--- src/rtl/doa_angle_pkg.sv ---
// doa_angle_pkg: FSM encoding and CORDIC constants shared by eigen_angle_cordic.
// Angles are in radians with 13 fractional bits.
package doa_angle_pkg;
    typedef enum logic [1:0] {S_IDLE, S_PRE, S_ITER, S_DONE} state_e;
    localparam int PI = 25736;
    localparam int ATAN [16] = '{6434, 3798, 2007, 1019, 511, 256, 128, 64,
                                 32, 16, 8, 4, 2, 1, 0, 0};
endpackage

--- src/rtl/eigen_angle_cordic.sv ---
// eigen_angle_cordic: picks the dominant eigenvector and returns its atan2 angle
// using an iterative vectoring CORDIC with quadrant pre-rotation.
module eigen_angle_cordic
    import doa_angle_pkg::*;
#(
    parameter int DIN_WIDTH  = 16,
    parameter int DIN_POINT  = 13,
    parameter int DOUT_WIDTH = 16,
    parameter int DOUT_POINT = 13,
    parameter int ITERATIONS = 14
) (
    input  logic                         clk,
    input  logic                         rst_n,
    input  logic signed [DIN_WIDTH-1:0]  lamb1,
    input  logic signed [DIN_WIDTH-1:0]  lamb2,
    input  logic signed [DIN_WIDTH-1:0]  eigen1_y,
    input  logic signed [DIN_WIDTH-1:0]  eigen2_y,
    input  logic signed [DIN_WIDTH-1:0]  eigen_x,
    input  logic                         din_valid,
    input  logic                         din_error,
    output logic                         din_ready,
    output logic signed [DOUT_WIDTH-1:0] angle,
    output logic signed [DIN_WIDTH-1:0]  lamb_max,
    output logic                         dout_valid,
    output logic                         dout_error
);
    localparam int XW = DIN_WIDTH + 2;
    localparam int ZW = DOUT_WIDTH + 1;
    localparam int CW = $clog2(ITERATIONS + 1);

    if (ITERATIONS < 1 || ITERATIONS > DOUT_POINT + 1 || DIN_POINT >= DIN_WIDTH) begin : g_bad_param
        $error("eigen_angle_cordic: illegal parameter combination");
    end

    state_e                        state_q, state_d;
    logic        [CW-1:0]          i_q, i_d;
    logic signed [XW-1:0]          x_q, x_d, y_q, y_d;
    logic signed [ZW-1:0]          z_q, z_d;
    logic                          err_q, err_d;
    logic signed [DIN_WIDTH-1:0]   lsel_q, lsel_d;
    logic signed [DOUT_WIDTH-1:0]  angle_q, angle_d;
    logic signed [DIN_WIDTH-1:0]   lamb_max_q, lamb_max_d;
    logic                          dout_valid_q, dout_valid_d;
    logic                          dout_error_q, dout_error_d;

    logic                          pick1, dir;
    logic signed [DIN_WIDTH-1:0]   sel_y;
    logic signed [ZW-1:0]          atan_v, z_sat_src;
    logic signed [DOUT_WIDTH-1:0]  z_sat;

    assign din_ready = (state_q == S_IDLE);
    assign pick1     = (lamb1 >= lamb2);
    assign sel_y     = pick1 ? eigen1_y : eigen2_y;
    // y >= 0 rotates clockwise to drive y toward zero
    assign dir       = ~y_q[XW-1];
    assign atan_v    = ZW'(ATAN[i_q]);
    assign z_sat_src = z_q;
    assign z_sat     = (z_sat_src[ZW-1] != z_sat_src[ZW-2])
                     ? {z_sat_src[ZW-1], {(DOUT_WIDTH-1){~z_sat_src[ZW-1]}}}
                     : z_sat_src[DOUT_WIDTH-1:0];

    always_comb begin
        state_d      = state_q;
        i_d          = i_q;
        x_d          = x_q;
        y_d          = y_q;
        z_d          = z_q;
        err_d        = err_q;
        lsel_d       = lsel_q;
        angle_d      = angle_q;
        lamb_max_d   = lamb_max_q;
        dout_error_d = dout_error_q;
        dout_valid_d = 1'b0;
        case (state_q)
            S_IDLE: if (din_valid) begin
                x_d     = XW'(eigen_x);
                y_d     = XW'(sel_y);
                lsel_d  = pick1 ? lamb1 : lamb2;
                err_d   = din_error || (eigen_x == '0 && sel_y == '0);
                state_d = S_PRE;
            end
            S_PRE: begin
                x_d     = x_q[XW-1] ? -x_q : x_q;
                y_d     = x_q[XW-1] ? -y_q : y_q;
                z_d     = !x_q[XW-1] ? '0 : (y_q[XW-1] ? -ZW'(PI) : ZW'(PI));
                i_d     = '0;
                state_d = S_ITER;
            end
            S_ITER: begin
                x_d     = dir ? x_q + (y_q >>> i_q) : x_q - (y_q >>> i_q);
                y_d     = dir ? y_q - (x_q >>> i_q) : y_q + (x_q >>> i_q);
                z_d     = dir ? z_q + atan_v : z_q - atan_v;
                i_d     = i_q + CW'(1);
                state_d = (i_q == CW'(ITERATIONS - 1)) ? S_DONE : S_ITER;
            end
            default: begin
                angle_d      = err_q ? '0 : z_sat;
                lamb_max_d   = lsel_q;
                dout_error_d = err_q;
                dout_valid_d = 1'b1;
                state_d      = S_IDLE;
            end
        endcase
    end

    always_ff @(posedge clk or negedge rst_n) begin
        if (!rst_n) begin
            state_q      <= S_IDLE;
            i_q          <= '0;
            x_q          <= '0;
            y_q          <= '0;
            z_q          <= '0;
            err_q        <= 1'b0;
            lsel_q       <= '0;
            angle_q      <= '0;
            lamb_max_q   <= '0;
            dout_valid_q <= 1'b0;
            dout_error_q <= 1'b0;
        end else begin
            state_q      <= state_d;
            i_q          <= i_d;
            x_q          <= x_d;
            y_q          <= y_d;
            z_q          <= z_d;
            err_q        <= err_d;
            lsel_q       <= lsel_d;
            angle_q      <= angle_d;
            lamb_max_q   <= lamb_max_d;
            dout_valid_q <= dout_valid_d;
            dout_error_q <= dout_error_d;
        end
    end

    assign angle      = angle_q;
    assign lamb_max   = lamb_max_q;
    assign dout_valid = dout_valid_q;
    assign dout_error = dout_error_q;
endmodule
--- config.mk ---
export PLATFORM = sky130hd
export DESIGN_NAME = eigen_angle_cordic
export DESIGN_NICKNAME = d
export VERILOG_FILES = /design/src/rtl/doa_angle_pkg.sv /design/src/rtl/eigen_angle_cordic.sv
export SDC_FILE = /design/constraint.sdc
export NUM_CORES = 1
export LEC_CHECK = 0
export CAP_MARGIN = 20
export CORE_MARGIN = 1.5
export CORE_UTILIZATION = 45
export DETAILED_ROUTE_END_ITERATION = 12
export GPL_TIMING_DRIVEN = 0
export PLACE_DENSITY = 0.72
export SYNTH_ARGS = -nofsm -noshare
export SYNTH_HDL_FRONTEND = slang
export SYNTH_SLANG_ARGS = --single-unit
--- constraint.sdc ---
create_clock -name clk -period 4.7 [get_ports clk]
set_clock_uncertainty 0.15 [all_clocks]
set_input_delay 0.705 -clock clk [delete_from_list [all_inputs] [get_ports clk]]
set_output_delay 0.705 -clock clk [all_outputs]
set_load 0.03 [all_outputs]
==> run metrics <==
vias per cell=~6.1; CTS buffer count=9; CP Launch Type=flop; R2R depth=18; max-slew violations=0; Rows=58; Post-DRT Antenna Nets=0; Initial Utilization=0.4546; largest family of logic cells by synthesized area=compound AO/OA/AOI/OAI gates; EDFF count, synth=0; final net count=approximately 1700; Worst-Skew Late Latency=~380 ps; chip height=~160 µm; ranking of synthesized cells by area=dfrtp_1 24%, ha_1 9.6%, mux4_2 6.1%; total core area=25040 µm²; die area=~26000 µm²; fill cell count=around 2300; DRC viols=0; crit end category=flop; Mean Syn Cell Area=between 8 and 9 µm²; worst reg-to-reg setup slack=-90 ps; Crit Path Max Fanout=7; CTS H-tree lvls=3; post-synthesis adder-cell area fraction=0.1009; total global routing overflow=0; vias in the first global route=about 11000; Worst Path Required=4810 ps; Sum Neg Setup Slack=-387.9 ps; ant diodes=0; count of final hold-check violations=0; final non-filler cell area=approximately 15000 µm²; Bufs on Longest Clock Path=2; final setup vio count=7; syn nets=1538; max cap viols=0; dpl hpwl=roughly 30000 µm; Yosys Warn Count=0; first-pass GRT wire length=between 60000 and 70000 µm; cells after synthesis=between 1000 and 1500; hold crit path type=in -> async; top cell type's share of synthesized area=0.2418; clock tree root driver cell=clkbuf_16; Main synth FF type=dfrtp_1; CP arrival=around 5000 ps; WL per Instance=~22 µm; Routed WL=40870 µm; DR iter-0 viols=1062; crit path from=i_q[0]$_DFFE_PN0N_; Area growth, synth to finish=27.65%; Async SR Flop Fraction=1.000; Critical R2R Capture=x_q[15]$_DFFE_PN0P_; port buffer count=118; io pins=roughly 120; Synth cell types=slightly below 80; TritonCTS clock tree=yes; fin crit share=1.020; number of antenna violations at the first check in global routing=0; Clock Pin Slew Worst Setup and Hold Paths=~90 ps; placed cell area=13050 µm²; slew margin rel.=0.2940; Least-Margin Pin Slew=around 1100 ps; sequential cell area=2755 µm²; failing checks=negative setup slack; Post-Synth XOR/XNOR Area=0.08157; RSZ-0062 raised after global routing=yes; FF-to-FF Start=i_q[0]$_DFFE_PN0N_; DR pass1 iterations=7; Post-Syn Area=about 11000 µm²; chip width=between 150 and 200 µm; gpl congestion=between 0.9 and 1; simple-gate portion of the synthesized area=0.1674; worst setup path class=reg -> reg; post-synth top area cell=dfrtp_1; #FFs+latches synth=between 100 and 150; GR Util All Layers=0.3071; Tmin final=between 4000 and 5000 ps; fmax=208.6 MHz; Seq/Total Area, Yosys=0.2418; vias=about 12000; clock sinks=between 100 and 150; pin count of the biggest net entering global routing=between 80 and 90; compound-cell area share of the yosys netlist=0.2069; layout cells sized above 1=0.1876; status=complete, but fails checks; Multi-input gate area=8483 µm²; setup ws final=-93.33 ps; multiplexer area fraction after synthesis=0.1436
==> how the worst max path moves through the flow <==
stage | to | slack [ps] | cells after the start
final | x_q[15]$_DFFE_PN0P_ | -90 | 18
after global routing | x_q[17]$_DFFE_PN0P_ | -270 | 19
after CTS | x_q[15]$_DFFE_PN0P_ | -60 | 18
after detailed placement | y_q[14]$_DFFE_PN0P_ | -1530 | 20
after global placement | y_q[1]$_DFFE_PN0P_ | -1730 | 1
after floorplan | z_q[16]$_DFFE_PN0N_ | 20 | 22
==> logic make-up after synthesis <==
logic type               Yosys count
AO/OA/AOI/OAI                    371
XOR/XNOR                         106
adder cells (fa/ha/maj)           90
buffers and inverters            167
flip-flops                       110
multiplexers                     115
AND/OR/NAND/NOR                  405
==> metal layers <==
layer | track usage | share of wire | up-vias
met3 | 0.04673 | 0.084 | 92
met1 | 0.4123 | 0.42 | 5569
met5 | 0 | 0 | -
met4 | 0.1259 | 0.035 | 0
li1 | - | - | 5357
met2 | 0.4957 | 0.46 | 568
==> repair_timing <==
action                                  4_1_cts  5_1_grt
pin swaps                                    29       58
gates resized for setup                     100       85
hold buffers                                  0        0
setup buffers                                27       38
endpoints found under the setup margin       39       23
gates cloned                                  1        1
==> registers in the layout, indices dropped and copies added, names as in the netlist <==
register and count:
z_q 17, dout_valid 1, dout_error 1, err_q 1
lamb_max 16, y_q 18, i_q 4, x_q 18
lsel_q 16, state_q 2, angle 16
==> cell usage in the layout (no fill, tap or decap), types with 11 or more instances in the layout <==
cell,netlist,routed
a21o_1,21,21
a21oi_1,107,97
a221oi_1,22,15
a31oi_1,15,11
buf_2,10,11
buf_4,1,68
clkbuf_1,63,50
clkdlybuf4s50_1,0,117
dfrtp_1,110,108
ha_1,87,82
inv_1,75,72
mux2_2,37,37
mux2i_1,44,37
mux4_2,31,34
nand2_1,104,102
nand2b_1,15,13
nand3_1,19,17
nor2_1,144,141
nor2b_1,25,21
nor3_1,31,27
nor4_1,22,22
o211ai_1,13,13
o21a_1,13,12
o21ai_0,72,47
o21ai_1,12,28
o22ai_1,17,16
o31ai_1,21,17
xnor2_1,74,74
xor2_1,32,31
==> cell usage after synthesis, types with 6 or more instances <==
master	count
nand3_1	19
mux4_2	31
nor4_1	22
clkbuf_1	63
o21ai_1	12
a21o_1	21
inv_1	75
nor2b_1	25
a21oi_1	107
buf_2	10
xnor2_1	74
o211ai_1	13
dfrtp_1	110
o31ai_1	21
ha_1	87
nand2b_1	15
o21ai_0	72
mux2i_1	44
o221ai_1	6
nor3_1	31
xor2_1	32
mux2_2	37
a221oi_1	22
o22ai_1	17
a31oi_1	15
nor2_1	144
buf_1	13
nand4_1	9
nand2_1	104
or3_1	10
o21a_1	13
a211oi_1	13
==> cell type report <==
class	instances	area share
well taps	330	0.02842
inverters	78	0.02041
clock inverters	7	0.006803
flip-flops and latches	110	0.1896
multi-input cells	1087	0.5839
plain buffers	89	0.03384
repair buffers	187	0.1215
clock buffers	9	0.01550
==> stage by stage <==
stage	setup slack [ps]	cells	hold slack [ps]	utilization
after CTS	-59.42	1858	59.59	0.5563
after detailed placement	-1531	1814	339.0	0.5212
after global routing	-265.1	1897	75.88	0.5803
final	-93.33	1897	48.61	0.5803
after floorplan	19.85	1364	259.4	-
after global placement	-1725	1812	337.1	0.5194
==> worst max-delay path: stages (launching register included) <==
cell and delay, ps:
dfrtp_1 400, buf_6 150, buf_12 140, mux4_2 550, mux4_2 540, or2_4 270, or3_4 390, nor3_4 180
a21oi_2 90, xor2_1 150, o21ai_1 220, ha_1 300, buf_4 160, a211oi_4 250, o221ai_2 150, a21oi_2 150
xnor2_1 100, a221oi_2 250, o21ai_1 80
Power is left out: the tool's default activity adds up to more than one toggle a clock period on the data nets, which glitch-free logic cannot reach.
